--- src/rtl/rv32i_pkg.sv ---
// ---------------------------------------------------------------------------
// rv32i_pkg
// Shared constants for the RV32I datapath blocks.
//   XLEN       : architectural register width
//   ARB_FIXED  : arbiter mode, lowest requesting index wins
//   ARB_RR     : arbiter mode, round-robin starting at a rotating pointer
//   clog2()    : ceiling log2 for flows that lack $clog2
//   arb_mode_e : typed view of the two arbitration modes
// ---------------------------------------------------------------------------
package rv32i_pkg;

   localparam int XLEN      = 32;
   localparam int ARB_FIXED = 0;
   localparam int ARB_RR    = 1;

   typedef enum logic [0:0] {
      MODE_FIXED = 1'b0,
      MODE_RR    = 1'b1
   } arb_mode_e;

   function automatic int clog2(input int value);
      int result;
      result = 0;
      while ((1 << result) < value) begin
         result = result + 1;
      end
      return result;
   endfunction

endpackage

--- src/rtl/mux_arb_rv32i_if.sv ---
// ---------------------------------------------------------------------------
// mux_arb_rv32i_if
// Bundle of the N-input valid/ready mux signals.
//   in_data/in_valid/in_ready : N_IN producer channels, channel i at [i*WIDTH +: WIDTH]
//   force_en/force_sel        : bypass arbitration and only allow force_sel
//   out_data/out_valid/out_ready/out_sel : registered consumer side
// Modports:
//   master : the environment (producers + consumer)
//   slave  : the mux itself
// ---------------------------------------------------------------------------
interface mux_arb_rv32i_if #(
   parameter int WIDTH = 32,
   parameter int N_IN  = 4,
   parameter int SEL_W = $clog2(N_IN)
);

   logic [N_IN*WIDTH-1:0] in_data;
   logic [N_IN-1:0]       in_valid;
   logic [N_IN-1:0]       in_ready;
   logic                  force_en;
   logic [SEL_W-1:0]      force_sel;
   logic [WIDTH-1:0]      out_data;
   logic                  out_valid;
   logic                  out_ready;
   logic [SEL_W-1:0]      out_sel;

   modport master (
      output in_data, in_valid, force_en, force_sel, out_ready,
      input  in_ready, out_data, out_valid, out_sel
   );

   modport slave (
      input  in_data, in_valid, force_en, force_sel, out_ready,
      output in_ready, out_data, out_valid, out_sel
   );

endinterface

--- src/rtl/rr_arbiter_rv32i.sv ---
// ---------------------------------------------------------------------------
// rr_arbiter_rv32i
// Purely combinational N_IN-requester arbiter.
//   req       : request vector
//   ptr       : round-robin start index (ignored in fixed-priority mode)
//   force_en  : only force_sel may be granted
//   force_sel : forced index; values >= N_IN never grant
//   grant     : one-hot grant (zero when nobody wins)
//   grant_idx : encoded index of the winner (0 when nobody wins)
//   grant_vld : a grant exists
// ---------------------------------------------------------------------------
module rr_arbiter_rv32i
   import rv32i_pkg::*;
#(
   parameter int N_IN    = 4,
   parameter int SEL_W   = $clog2(N_IN),
   parameter int RR_MODE = ARB_RR
) (
   input  logic [N_IN-1:0]  req,
   input  logic [SEL_W-1:0] ptr,
   input  logic             force_en,
   input  logic [SEL_W-1:0] force_sel,
   output logic [N_IN-1:0]  grant,
   output logic [SEL_W-1:0] grant_idx,
   output logic             grant_vld
);

   int               idx_i;
   logic [SEL_W-1:0] idx;

   always_comb begin
      grant     = '0;
      grant_idx = '0;
      grant_vld = 1'b0;
      idx_i     = 0;
      idx       = '0;
      if (force_en) begin
         if (int'(force_sel) < N_IN) begin
            if (req[force_sel]) begin
               grant_vld        = 1'b1;
               grant_idx        = force_sel;
               grant[force_sel] = 1'b1;
            end
         end
      end else begin
         // Scan from ptr (or from 0) and wrap by subtraction so that
         // non-power-of-two N_IN wraps at N_IN rather than at 2**SEL_W.
         for (int k = 0; k < N_IN; k++) begin
            idx_i = (RR_MODE == ARB_RR) ? int'(ptr) + k : k;
            if (idx_i >= N_IN) begin
               idx_i = idx_i - N_IN;
            end
            idx = idx_i[SEL_W-1:0];
            if (!grant_vld && req[idx]) begin
               grant_vld  = 1'b1;
               grant_idx  = idx;
               grant[idx] = 1'b1;
            end
         end
      end
   end

endmodule

--- src/rtl/mux_arb_rv32i.sv ---
// ---------------------------------------------------------------------------
// mux_arb_rv32i
// N-input arbitrated mux with per-channel valid/ready and a registered output.
//   clk   : clock, all state on rising edge
//   rst_n : synchronous active-low reset
//   bus   : mux_arb_rv32i_if.slave (inputs, force controls, output stage)
// The output register accepts a new word whenever it is empty or being
// consumed this cycle (load), giving 1-cycle latency and full throughput.
// ---------------------------------------------------------------------------
module mux_arb_rv32i
   import rv32i_pkg::*;
#(
   parameter int WIDTH   = XLEN,
   parameter int N_IN    = 4,
   parameter int SEL_W   = $clog2(N_IN),
   parameter int RR_MODE = ARB_RR
) (
   input  logic            clk,
   input  logic            rst_n,
   mux_arb_rv32i_if.slave  bus
);

   logic [WIDTH-1:0] out_data_q,  out_data_d;
   logic [SEL_W-1:0] out_sel_q,   out_sel_d;
   logic             out_valid_q, out_valid_d;
   logic [SEL_W-1:0] rr_ptr_q,    rr_ptr_d;

   logic             load;
   logic [N_IN-1:0]  grant;
   logic [SEL_W-1:0] grant_idx;
   logic             grant_vld;

   rr_arbiter_rv32i #(
      .N_IN    (N_IN),
      .SEL_W   (SEL_W),
      .RR_MODE (RR_MODE)
   ) u_arb (
      .req       (bus.in_valid),
      .ptr       (rr_ptr_q),
      .force_en  (bus.force_en),
      .force_sel (bus.force_sel),
      .grant     (grant),
      .grant_idx (grant_idx),
      .grant_vld (grant_vld)
   );

   assign load = ~out_valid_q | bus.out_ready;

   // Grant is only exposed when the output register can take the word;
   // held low during reset so no producer believes it was accepted.
   assign bus.in_ready = (rst_n && load) ? grant : '0;

   always_comb begin
      out_data_d  = out_data_q;
      out_sel_d   = out_sel_q;
      out_valid_d = out_valid_q;
      rr_ptr_d    = rr_ptr_q;
      if (load) begin
         if (grant_vld) begin
            out_data_d  = bus.in_data[int'(grant_idx)*WIDTH +: WIDTH];
            out_sel_d   = grant_idx;
            out_valid_d = 1'b1;
            if (RR_MODE == ARB_RR) begin
               rr_ptr_d = (int'(grant_idx) == N_IN - 1) ? '0 : grant_idx + 1'b1;
            end
         end else begin
            out_valid_d = 1'b0;
         end
      end
   end

   always_ff @(posedge clk) begin
      if (!rst_n) begin
         out_data_q  <= '0;
         out_sel_q   <= '0;
         out_valid_q <= 1'b0;
         rr_ptr_q    <= '0;
      end else begin
         out_data_q  <= out_data_d;
         out_sel_q   <= out_sel_d;
         out_valid_q <= out_valid_d;
         rr_ptr_q    <= rr_ptr_d;
      end
   end

   assign bus.out_data  = out_data_q;
   assign bus.out_sel   = out_sel_q;
   assign bus.out_valid = out_valid_q;

endmodule

--- src/flat_wrapper.sv ---
// flat-port wrapper written by rule: the top's interface ports become plain ports
module mux_arb_rv32i_flat import rv32i_pkg::*;
#(
   parameter int WIDTH   = XLEN,
   parameter int N_IN    = 4,
   parameter int SEL_W   = $clog2(N_IN),
   parameter int RR_MODE = ARB_RR
)
  (clk, rst_n, bus_in_data, bus_in_valid, bus_force_en, bus_force_sel, bus_out_ready, bus_in_ready, bus_out_data, bus_out_valid, bus_out_sel);
  mux_arb_rv32i_if #(.WIDTH(WIDTH), .N_IN(N_IN), .SEL_W(SEL_W)) bus_i ();
  input  logic clk;
  input  logic rst_n;
  input wire logic [$bits(bus_i.in_data)-1:0] bus_in_data;
  input wire logic [$bits(bus_i.in_valid)-1:0] bus_in_valid;
  input wire logic [$bits(bus_i.force_en)-1:0] bus_force_en;
  input wire logic [$bits(bus_i.force_sel)-1:0] bus_force_sel;
  input wire logic [$bits(bus_i.out_ready)-1:0] bus_out_ready;
  output wire logic [$bits(bus_i.in_ready)-1:0] bus_in_ready;
  output wire logic [$bits(bus_i.out_data)-1:0] bus_out_data;
  output wire logic [$bits(bus_i.out_valid)-1:0] bus_out_valid;
  output wire logic [$bits(bus_i.out_sel)-1:0] bus_out_sel;
  assign bus_i.in_data = bus_in_data;
  assign bus_i.in_valid = bus_in_valid;
  assign bus_i.force_en = bus_force_en;
  assign bus_i.force_sel = bus_force_sel;
  assign bus_i.out_ready = bus_out_ready;
  assign bus_in_ready = bus_i.in_ready;
  assign bus_out_data = bus_i.out_data;
  assign bus_out_valid = bus_i.out_valid;
  assign bus_out_sel = bus_i.out_sel;
  mux_arb_rv32i #(.WIDTH(WIDTH), .N_IN(N_IN), .SEL_W(SEL_W), .RR_MODE(RR_MODE)) u_core (.clk(clk), .rst_n(rst_n), .bus(bus_i));
endmodule
--- config.mk ---
export PLATFORM = sky130hd
export DESIGN_NAME = mux_arb_rv32i_flat
export DESIGN_NICKNAME = d
export VERILOG_FILES = /design/src/rtl/rv32i_pkg.sv /design/src/rtl/mux_arb_rv32i_if.sv /design/src/rtl/rr_arbiter_rv32i.sv /design/src/rtl/mux_arb_rv32i.sv /design/src/flat_wrapper.sv
export SDC_FILE = /design/constraint.sdc
export NUM_CORES = 1
export LEC_CHECK = 0
export ABC_CLOCK_PERIOD_IN_PS = 4800
export CAP_MARGIN = 20
export CELL_PAD_IN_SITES_DETAIL_PLACEMENT = 0
export CELL_PAD_IN_SITES_GLOBAL_PLACEMENT = 1
export CORE_AREA = 2 2 58 101
export CTS_CLUSTER_DIAMETER = 40
export DETAILED_ROUTE_END_ITERATION = 6
export DIE_AREA = 0 0 60 103
export DONT_BUFFER_PORTS = 1
export HOLD_SLACK_MARGIN = 0.1
export PLACE_DENSITY_LB_ADDON = 0.1
export SLEW_MARGIN = 20
export SYNTH_ARGS = -nofsm -noshare
export SYNTH_HDL_FRONTEND = slang
export SYNTH_HIERARCHICAL = 1
export SYNTH_SLANG_ARGS = --single-unit
--- constraint.sdc ---
create_clock -name clk -period 4.8 [get_ports clk]
set_input_delay 0.96 -clock clk [delete_from_list [all_inputs] [get_ports clk]]
set_output_delay 0.96 -clock clk [all_outputs]
set_load 0.005 [all_outputs]
* After elaboration in Yosys (flattened, before gate mapping) *
Index checks and enable logic that the tools add are counted.

storage, ports and cells
  word-level logic and storage cells = 101
  memories kept = 0
  bits in registers = 37
  latch bits = 0
  bits in read-only memories = 0
  memory bits (writable) = 0

operators by class
  equal/unequal tests = 1
  reductions and logical operators = 13
  multiply operators = 0
  bitwise logic cells = 5
  shift-type cells = 1
  div/mod/pow operators = 0
  order comparisons = 14
  $add $sub $neg = 8
  mux-type cells = 55

operators by type and width
  operator               number
  $shiftx A128 B8 Y32    1
  $mux W4                10
  $mux W2                15
  $mux W1                20
  $lt A2 B3 Y1 const B   5
  $or A4 B4 Y4           3
  $bmux W1 S2            5
  $demux W1 S2           5
  $ge A2 B1 Y1 const B   5
  $ge A3 B3 Y1 const B   3
  $logic_and A1 B1 Y1    9
  $sub A2 B1 Y2 const B  4
  $add A2 B2 Y3 const B  2
  $add A2 B1 Y3 const B  1
  $ge A2 B3 Y1 const B   1
  $logic_not A1 Y1       3
  $add A2 B1 Y2 const B  1
  $eq A2 B1 Y1 const B   1
  $reduce_and A2 Y1      1
  $not A1 Y1             1
  $or A1 B1 Y1           1

* Longest topological paths before layout *
Gate-level depths: netlist (run 1).

  depth after elaboration = 21
  gate-level depth with buffers = 12
  gate-level depth less buffers = 9

* Modules after synthesis *
The synthesis (run 1) kept the hierarchy.

modules (own cells, without submodules)
  module            cells an instance  area an instance (sq um)  times used  seq. area each (sq um)
  mux_arb_rv32i     141                2,021.9                   1           740.7
  rr_arbiter_rv32i  77                 609.3                     1           0.0

* Worst setup path after synthesis (run 1) *
OpenSTA, ideal clock, no wires.

  kind = register to output
  start point = reg u_core.rr_ptr_q[1]
  end point = out bus_in_ready[1]
  arrival time = 2.570 ns
  path slack = 1.270 ns
  cell stages (with the launch flop) = 9
  cell sequence = dfxtp_1 -> clkbuf_1 -> inv_1 -> ha_1 -> clkbuf_1 -> mux4_2 -> a221o_1 -> a221o_1 -> and3_1

on the way
  word-level cells in the longest chain between the ends = 20
  elaborated cells between the ends (all ways) = 71

ends and longest elaborated chain
  element                                                 line                    source
  start, declared                                         mux_arb_rv32i.sv:26     logic [SEL_W-1:0] rr_ptr_q, rr_ptr_d;
  start signal, assigned                                  mux_arb_rv32i.sv:82     rr_ptr_q <= rr_ptr_d;
  branches (longest 17 deep; another with $add A2 B1 Y3)  -
  $mux W4 (*)                                             rr_arbiter_rv32i.sv:54  if (!grant_vld && req[idx]) begin
  $mux W4 (*)                                             rr_arbiter_rv32i.sv:37  if (force_en) begin
  named net u_core.grant[1]                               mux_arb_rv32i.sv:29     logic [N_IN-1:0] grant;
  $mux W4 (*)                                             mux_arb_rv32i.sv:51     assign bus.in_ready = (rst_n && load) ? grant : '0;
  end, declared                                           flat_wrapper.sv:18      output wire logic [$bits(bus_i.in_ready)-1:0] bus_in_ready;

Mark *: on every way through the listed nets, which the timed path passes. The select of a mux whose other input is x is not followed.

* Final worst setup path (run 1) *
  start point = reg u_core.rr_ptr_q[0]
  end point = out bus_in_ready[1]

Same word-level chain as after synthesis.

==> impl_metrics.toml, run 1 <==
[grt]
vias_in_the_first_global_route = 2125
grt_use_total = 0.2321
global_route_wire_length_before_repair_um = 10700
gr-usage-met3 = 0.08281
antenna_found_initial = 5
grt_remaining_overflow = 0
grt_start_max_net_pins = 28
gr-usage-met2 = 0.4331
grtUsageMet1 = 0.2220
grt.busiest_layer = "met2"

[timing]
fin_crit_sh = 0.8532
slew_viol_final = 0
timing.final.ws_setup_ps = 704.9
clock.fmax_mhz = 244.2
setup_total_negative_slack_ps = 0
worst_clock_skew_ps = 5.875
grt_setup_unrepaired = "false"
report.final.hold_viol_count = 0
post-route-min-period_ps = 4095
max-slew-margin-rel = 0.3764
worst_pin_slew_ps = 935.3
final-setup-viol-count = 0

[pwr]
power_leakage_nw = 0.9983
power.density_cell_area_nw_per_um2 = 445.8
peakVddDrop_mv = 0.1685
finalPower_mw = 1.228

[yosys]
synth_seq_area_share = 0.2815
synth_flop_cell = "dfxtp_1"
ys_async_sr_fraction = 0
synth-seq-cells = 37
synth_nets = 362
synth_warnings = 6
yosys.area.top_type_share = 0.2825
library_cell_with_the_largest_summed_area_after_synthesis = "mux4_2"
synth.area.top_cells = "mux4_2 (28%), dfxtp_1 (28%), a22o_1 (11%), mux4_1 (4.0%), a221o_1 (3.0%)"
synthesis.area_per_instance_um2 = 12.07
syn_inst = 218
synth_cell_types = 41
synthesis.area_um2 = 2631
synth_enable_flop_cells = 0

[route]
post_drt_via_cell_ratio = 6.892
routed-via-count = 1985
1st_pass_router_iterations = 4
routedWlPerCell_um = 26.26
detail-route-antenna-nets = 0
drc_errors = 0
initialDrtViolationCount = 166
wl_um = 7562

[cells_and_area]
net_total_in_the_final_layout = 351
final_core_utilization = 0.5055
layout.cells.most_common = "dfxtp_1"
layout.cells.most_common_list = "dfxtp_1 (37), a22o_1 (33), mux4_2 (33)"
fin_cells = 288
filler_cell_count = 480
area_delta_synth_final_pct = 4.707
post_route_cells_drive_above_1_share = 0.2596

[placement]
buffer_ports.inserted = 0
setup_ws_pre_cts_ps = 839.4
routabilityCongestion = 0.8038
detailedPlacementHpwl_um = 6099
place.detailed.instances = 276

[critical_path]
ff2ff_setup_slack_ps = 830
worstPathArrival_ps = 3140
critical_path.endpoint_type = "primary output"
worst-path-max-fanout = 16
element_type_at_the_critical_path_start = "register"
crit_type = "reg -> out"
worst_path_required_time_ps = 3840

[cts]
ctsLongestPathBuffers = 2
clk_latency_ps = 290
tritoncts.num_buffers = 5
clock_tree_from_tritoncts = "built"
clock_tree_root_buffer_cell = "clkbuf_8"
post_cts.repair.setup_buffers = 0
post_cts_resized = 0
cts_hold_buf = 0
total_clock_sinks = 37
cts_max_level = 2
cts.clk_slew.worst_paths_ps = 70

[run]
maxCapViolations = 0

[floorplan]
io_pins = 177
die_outline_area_um2 = 6180
fp.dieH_um = 103
core_um2 = 5450
floorplan.initialDensity = 0.4828
fp.dieW_um = 60
rows = 36

[status]
run_status = "complete, no violations"

[hold_path]
worstHoldPathType = "reg -> reg"
-- Yosys cell counts, drive strengths merged (2+ instances only) --
cell	number
buf	18
nor3	2
and3	5
nand4	2
mux4	37
nor2	5
nor2b	3
nand2	4
clkbuf	5
inv	10
o211ai	2
dfxtp	37
o21ai	5
nand3	6
a22o	33
ha	6
a21oi	8
mux2	2
nand2b	3
a21boi	6
a221o	8
or2	2
-- per-layer routing --
metal | up-vias | part of all wire | wire, um
li1 | 875 | - | -
met1 | 982 | 0.33 | 2459
met2 | 109 | 0.55 | 4167
met3 | 17 | 0.099 | 751
met4 | 2 | 0.022 | 169
met5 | - | 0.0017 | 13
-- registers in the layout (all words and copies together), names as in the netlist --
signal / cells
u_core/bus.out_data: 32
u_core/rr_ptr_q: 2
u_core/bus.out_sel: 2
u_core/bus.out_valid: 1
-- report_power, final --
part           total (mW)  internal (mW)  switching (mW)  leakage, nW
clock               0.278          0.169           0.110       0.0574
combinational       0.512          0.280           0.232        0.635
sequential          0.438          0.370          0.0680        0.306
total                1.23          0.819           0.409        0.998
-- logic make-up after synthesis --
family | after synthesis | share of synthesized area
AOI/OAI and AO/OA | 66 | 0.2040
adders and majority gates | 6 | 0.02853
buffers and inverters | 33 | 0.07228
DFF | 37 | 0.2815
muxes | 40 | 0.3348
and+or+nand+nor | 36 | 0.07894
-- stage by stage --
step | cell area [um^2] | hold WS (ps)
final | 2755 | 520.5
after global placement | 2625 | 493.8
after floorplan | 2631 | 466.0
after detailed placement | 2625 | 502.7
after global routing | 2753 | 530.5
after CTS | 2745 | 525.2
-- final timing paths --
kind	start	endpoint	cells after the start
worst min-delay path	u_core/bus.out_data[28]	u_core/bus.out_data[28]	1
worst max register to register	u_core/rr_ptr_q[0]	u_core/bus.out_data[19]	9
worst min register to register	u_core/bus.out_data[28]	u_core/bus.out_data[28]	1
worst max-delay path	u_core/rr_ptr_q[0]	bus_in_ready[1]	7
-- critical path: stages (launching register included) --
cell and delay, ps:
dfxtp_1 710, inv_1 190, ha_1 510, mux4_2 460, or2_2 360, a21oi_2 240, a221o_1 200, and3_1 180
-- layout make-up --
| class | count | area, um^2 | share of cell area |
|---|---|---|---|
| Clock buffer | 6 | 82.58 | 0.02997 |
| Antenna cell | 4 | 10.01 | 0.003633 |
| Sequential cell | 37 | 740.7 | 0.2688 |
| Timing Repair Buffer | 5 | 37.54 | 0.01362 |
| Tap cell | 76 | 95.09 | 0.03451 |
| Multi-Input combinational cell | 148 | 1714 | 0.6222 |
| Inverter | 10 | 37.54 | 0.01362 |
| Clock inverter | 2 | 37.54 | 0.01362 |
Note: power is estimated with default switching activity, not from simulation.
==> inputs of run 2 (changes only) <==
--- a/config.mk
+++ b/config.mk
@@ -15,7 +15,7 @@
 export DIE_AREA = 0 0 60 103
 export DONT_BUFFER_PORTS = 1
 export HOLD_SLACK_MARGIN = 0.1
-export PLACE_DENSITY_LB_ADDON = 0.1
+export PLACE_DENSITY = 0.92
 export SLEW_MARGIN = 20
 export SYNTH_ARGS = -nofsm -noshare
 export SYNTH_HDL_FRONTEND = slang
==> run 2 against run 1 <==
  * Combinational power rose by 1%
  * Clock skew fell by 1.9 ps
  * Worst hold slack got worse by 17 ps
  * Count of clock-buffer cells in the layout fell by 1
  * Critical endpoint is now u_core/rr_ptr_q[0]
==> impl_metrics.toml, run 2 (synthesized netlist as in run 1, its figures left out) <==
[cells_and_area]
largest_register_ff_count = 32
post-route-cell-area_um2 = 2719
layout.cells.most_common = "dfxtp_1"
post_route_cells_drive_above_1_share = 0.2596
area_delta_synth_final_pct = 3.329
multi_input_comb_area_um2 = 1714
filler_cell_count = 485
final_core_utilization = 0.4989
layout.cells.most_common_list = "dfxtp_1 (37), a22o_1 (33), mux4_2 (33)"
regArea_um2 = 740.7
net_total_in_the_final_layout = 351
fin_cells = 287

[timing]
fin_crit_sh = 0.8595
worst_pin_slew_ps = 868.6
final-setup-viol-count = 0
hold_slack_ps = 503.7
post-route-min-period_ps = 4126
grt_setup_unrepaired = "false"
clock.fmax_mhz = 242.4
worst_clock_skew_ps = 3.954
max-slew-margin-rel = 0.4209
timing.final.ws_setup_ps = 674.5
report.final.hold_viol_count = 0
slew_viol_final = 0
setup_total_negative_slack_ps = 0

[status]
run_status = "complete, no violations"

[pwr]
cell_internal_pwr_mw = 0.7497
peakVddDrop_mv = 0.1801
pwr-share-comb = 0.446
power_frac_seq = 0.375
finalPower_mw = 1.160
netSwitchingFraction = 0.3537
total_switching_power_mw = 0.4102
power_frac_clock = 0.179
power.density_cell_area_nw_per_um2 = 426.6
power_leakage_nw = 0.9848

[grt]
vias_in_the_first_global_route = 2059
antenna_found_initial = 4
global_route_wire_length_before_repair_um = 10460
grt_start_max_net_pins = 31
grt_remaining_overflow = 0
grt_use_total = 0.2278

[critical_path]
worst_setup_path_startpoint = "u_core/rr_ptr_q[0]"
cp_slowest_stage_delay_ps = 720
element_type_at_the_critical_path_start = "register"
worstPathArrival_ps = 4340
worst_r2r_endpoint = "u_core/rr_ptr_q[0]"
ff2ff_setup_slack_ps = 670
cp_num_cells = 10
worst_path_required_time_ps = 5020
worstPathBufferInverterCount = 2
critical_path.endpoint_type = "register"
timing.reg2reg.worst_path_depth = 10
crit_type = "reg -> reg"
r2r_path_start = "u_core/rr_ptr_q[0]"
crit_chain = "inv_1, ha_1, mux4_2, or2_2, a311oi_1, o31ai_4, buf_4, ha_1, or4_1, a21boi_1"
critical_path.endpoint = "u_core/rr_ptr_q[0]"
crit_path_frequent_cell = "ha_1"
crit_family = "simple AND/OR/NAND/NOR gates"
worst-path-max-fanout = 18
crit_slowest_cell = "dfxtp_1"

[route]
1st_pass_router_iterations = 4
routed-via-count = 2041
detail-route-antenna-nets = 0
wl_um = 7339
drc_errors = 0
initialDrtViolationCount = 172
post_drt_via_cell_ratio = 7.111
routedWlPerCell_um = 25.57

[placement]
place.detailed.instances = 276
detailedPlacementHpwl_um = 5685
buffer_ports.inserted = 0
setup_ws_pre_cts_ps = 787.3
place_area_um2 = 2625
routabilityCongestion = 0.8887

[hold_path]
hp-start = "u_core/bus.out_sel[1]"
worstHoldPathType = "reg -> reg"

[cts]
cts_hold_buf = 0
post_cts_resized = 0
cts.clk_slew.worst_paths_ps = 70
total_clock_sinks = 37
post_cts.repair.setup_buffers = 0
cts_max_level = 2
clock_tree_from_tritoncts = "built"
clock_tree_root_buffer_cell = "clkbuf_8"
tritoncts.num_buffers = 5
ctsLongestPathBuffers = 2
clk_latency_ps = 280

[floorplan]
core_um2 = 5450
io_pins = 177
fp.dieW_um = 60
die_outline_area_um2 = 6180
rows = 36
fp.dieH_um = 103
floorplan.initialDensity = 0.4828

[run]
maxCapViolations = 0
run 2: per-layer routing:
layer  part of all wire  global-route usage  vias to the layer above
met3              0.090             0.06399                       25
met1               0.35              0.2425                      996
met2               0.51              0.3955                      139
met4              0.043              0.1197                        2
li1                   -                   -                      879
met5             0.0015                   0                        -
run 2: power groups by stage:
stage / Combinational, mW / Clock (mW) / Sequential (mW)
after floorplan: 0.463 / 0 / 0.417
after global placement: 0.502 / 0 / 0.439
after detailed placement: 0.511 / 0 / 0.441
after CTS: 0.514 / 0.220 / 0.435
after global routing: 0.557 / 0.233 / 0.444
final: 0.517 / 0.208 / 0.435
run 2: cell type report:
class                      instances  area share
tap                               76     0.03497
antenna                            3    0.002761
clock buffer                       5     0.02531
clock inverter                     3    0.006443
inverter                          10     0.01381
timing repair buffer               5     0.01381
sequential                        37      0.2724
multi-input combinational        148      0.6305
run 2: worst min path at each step:
stage	endpoint	cells past startpoint
floorplan	u_core/bus.out_data[15]	1
global placement	u_core/bus.out_data[2]	1
detailed placement	u_core/bus.out_data[30]	1
CTS	u_core/bus.out_sel[1]	2
global route	u_core/bus.out_data[2]	1
finish	u_core/bus.out_sel[1]	2
run 2: worst register-to-register path: cells and delay by family, from the launching register on:
| kind | cells | cell delay, ps |
|---|---|---|
| and+or+nand+nor | 2 | 820 |
| muxes | 1 | 480 |
| DFF | 1 | 720 |
| AOI/OAI and AO/OA | 3 | 820 |
| buffers and inverters | 2 | 490 |
| adders and majority gates | 2 | 730 |
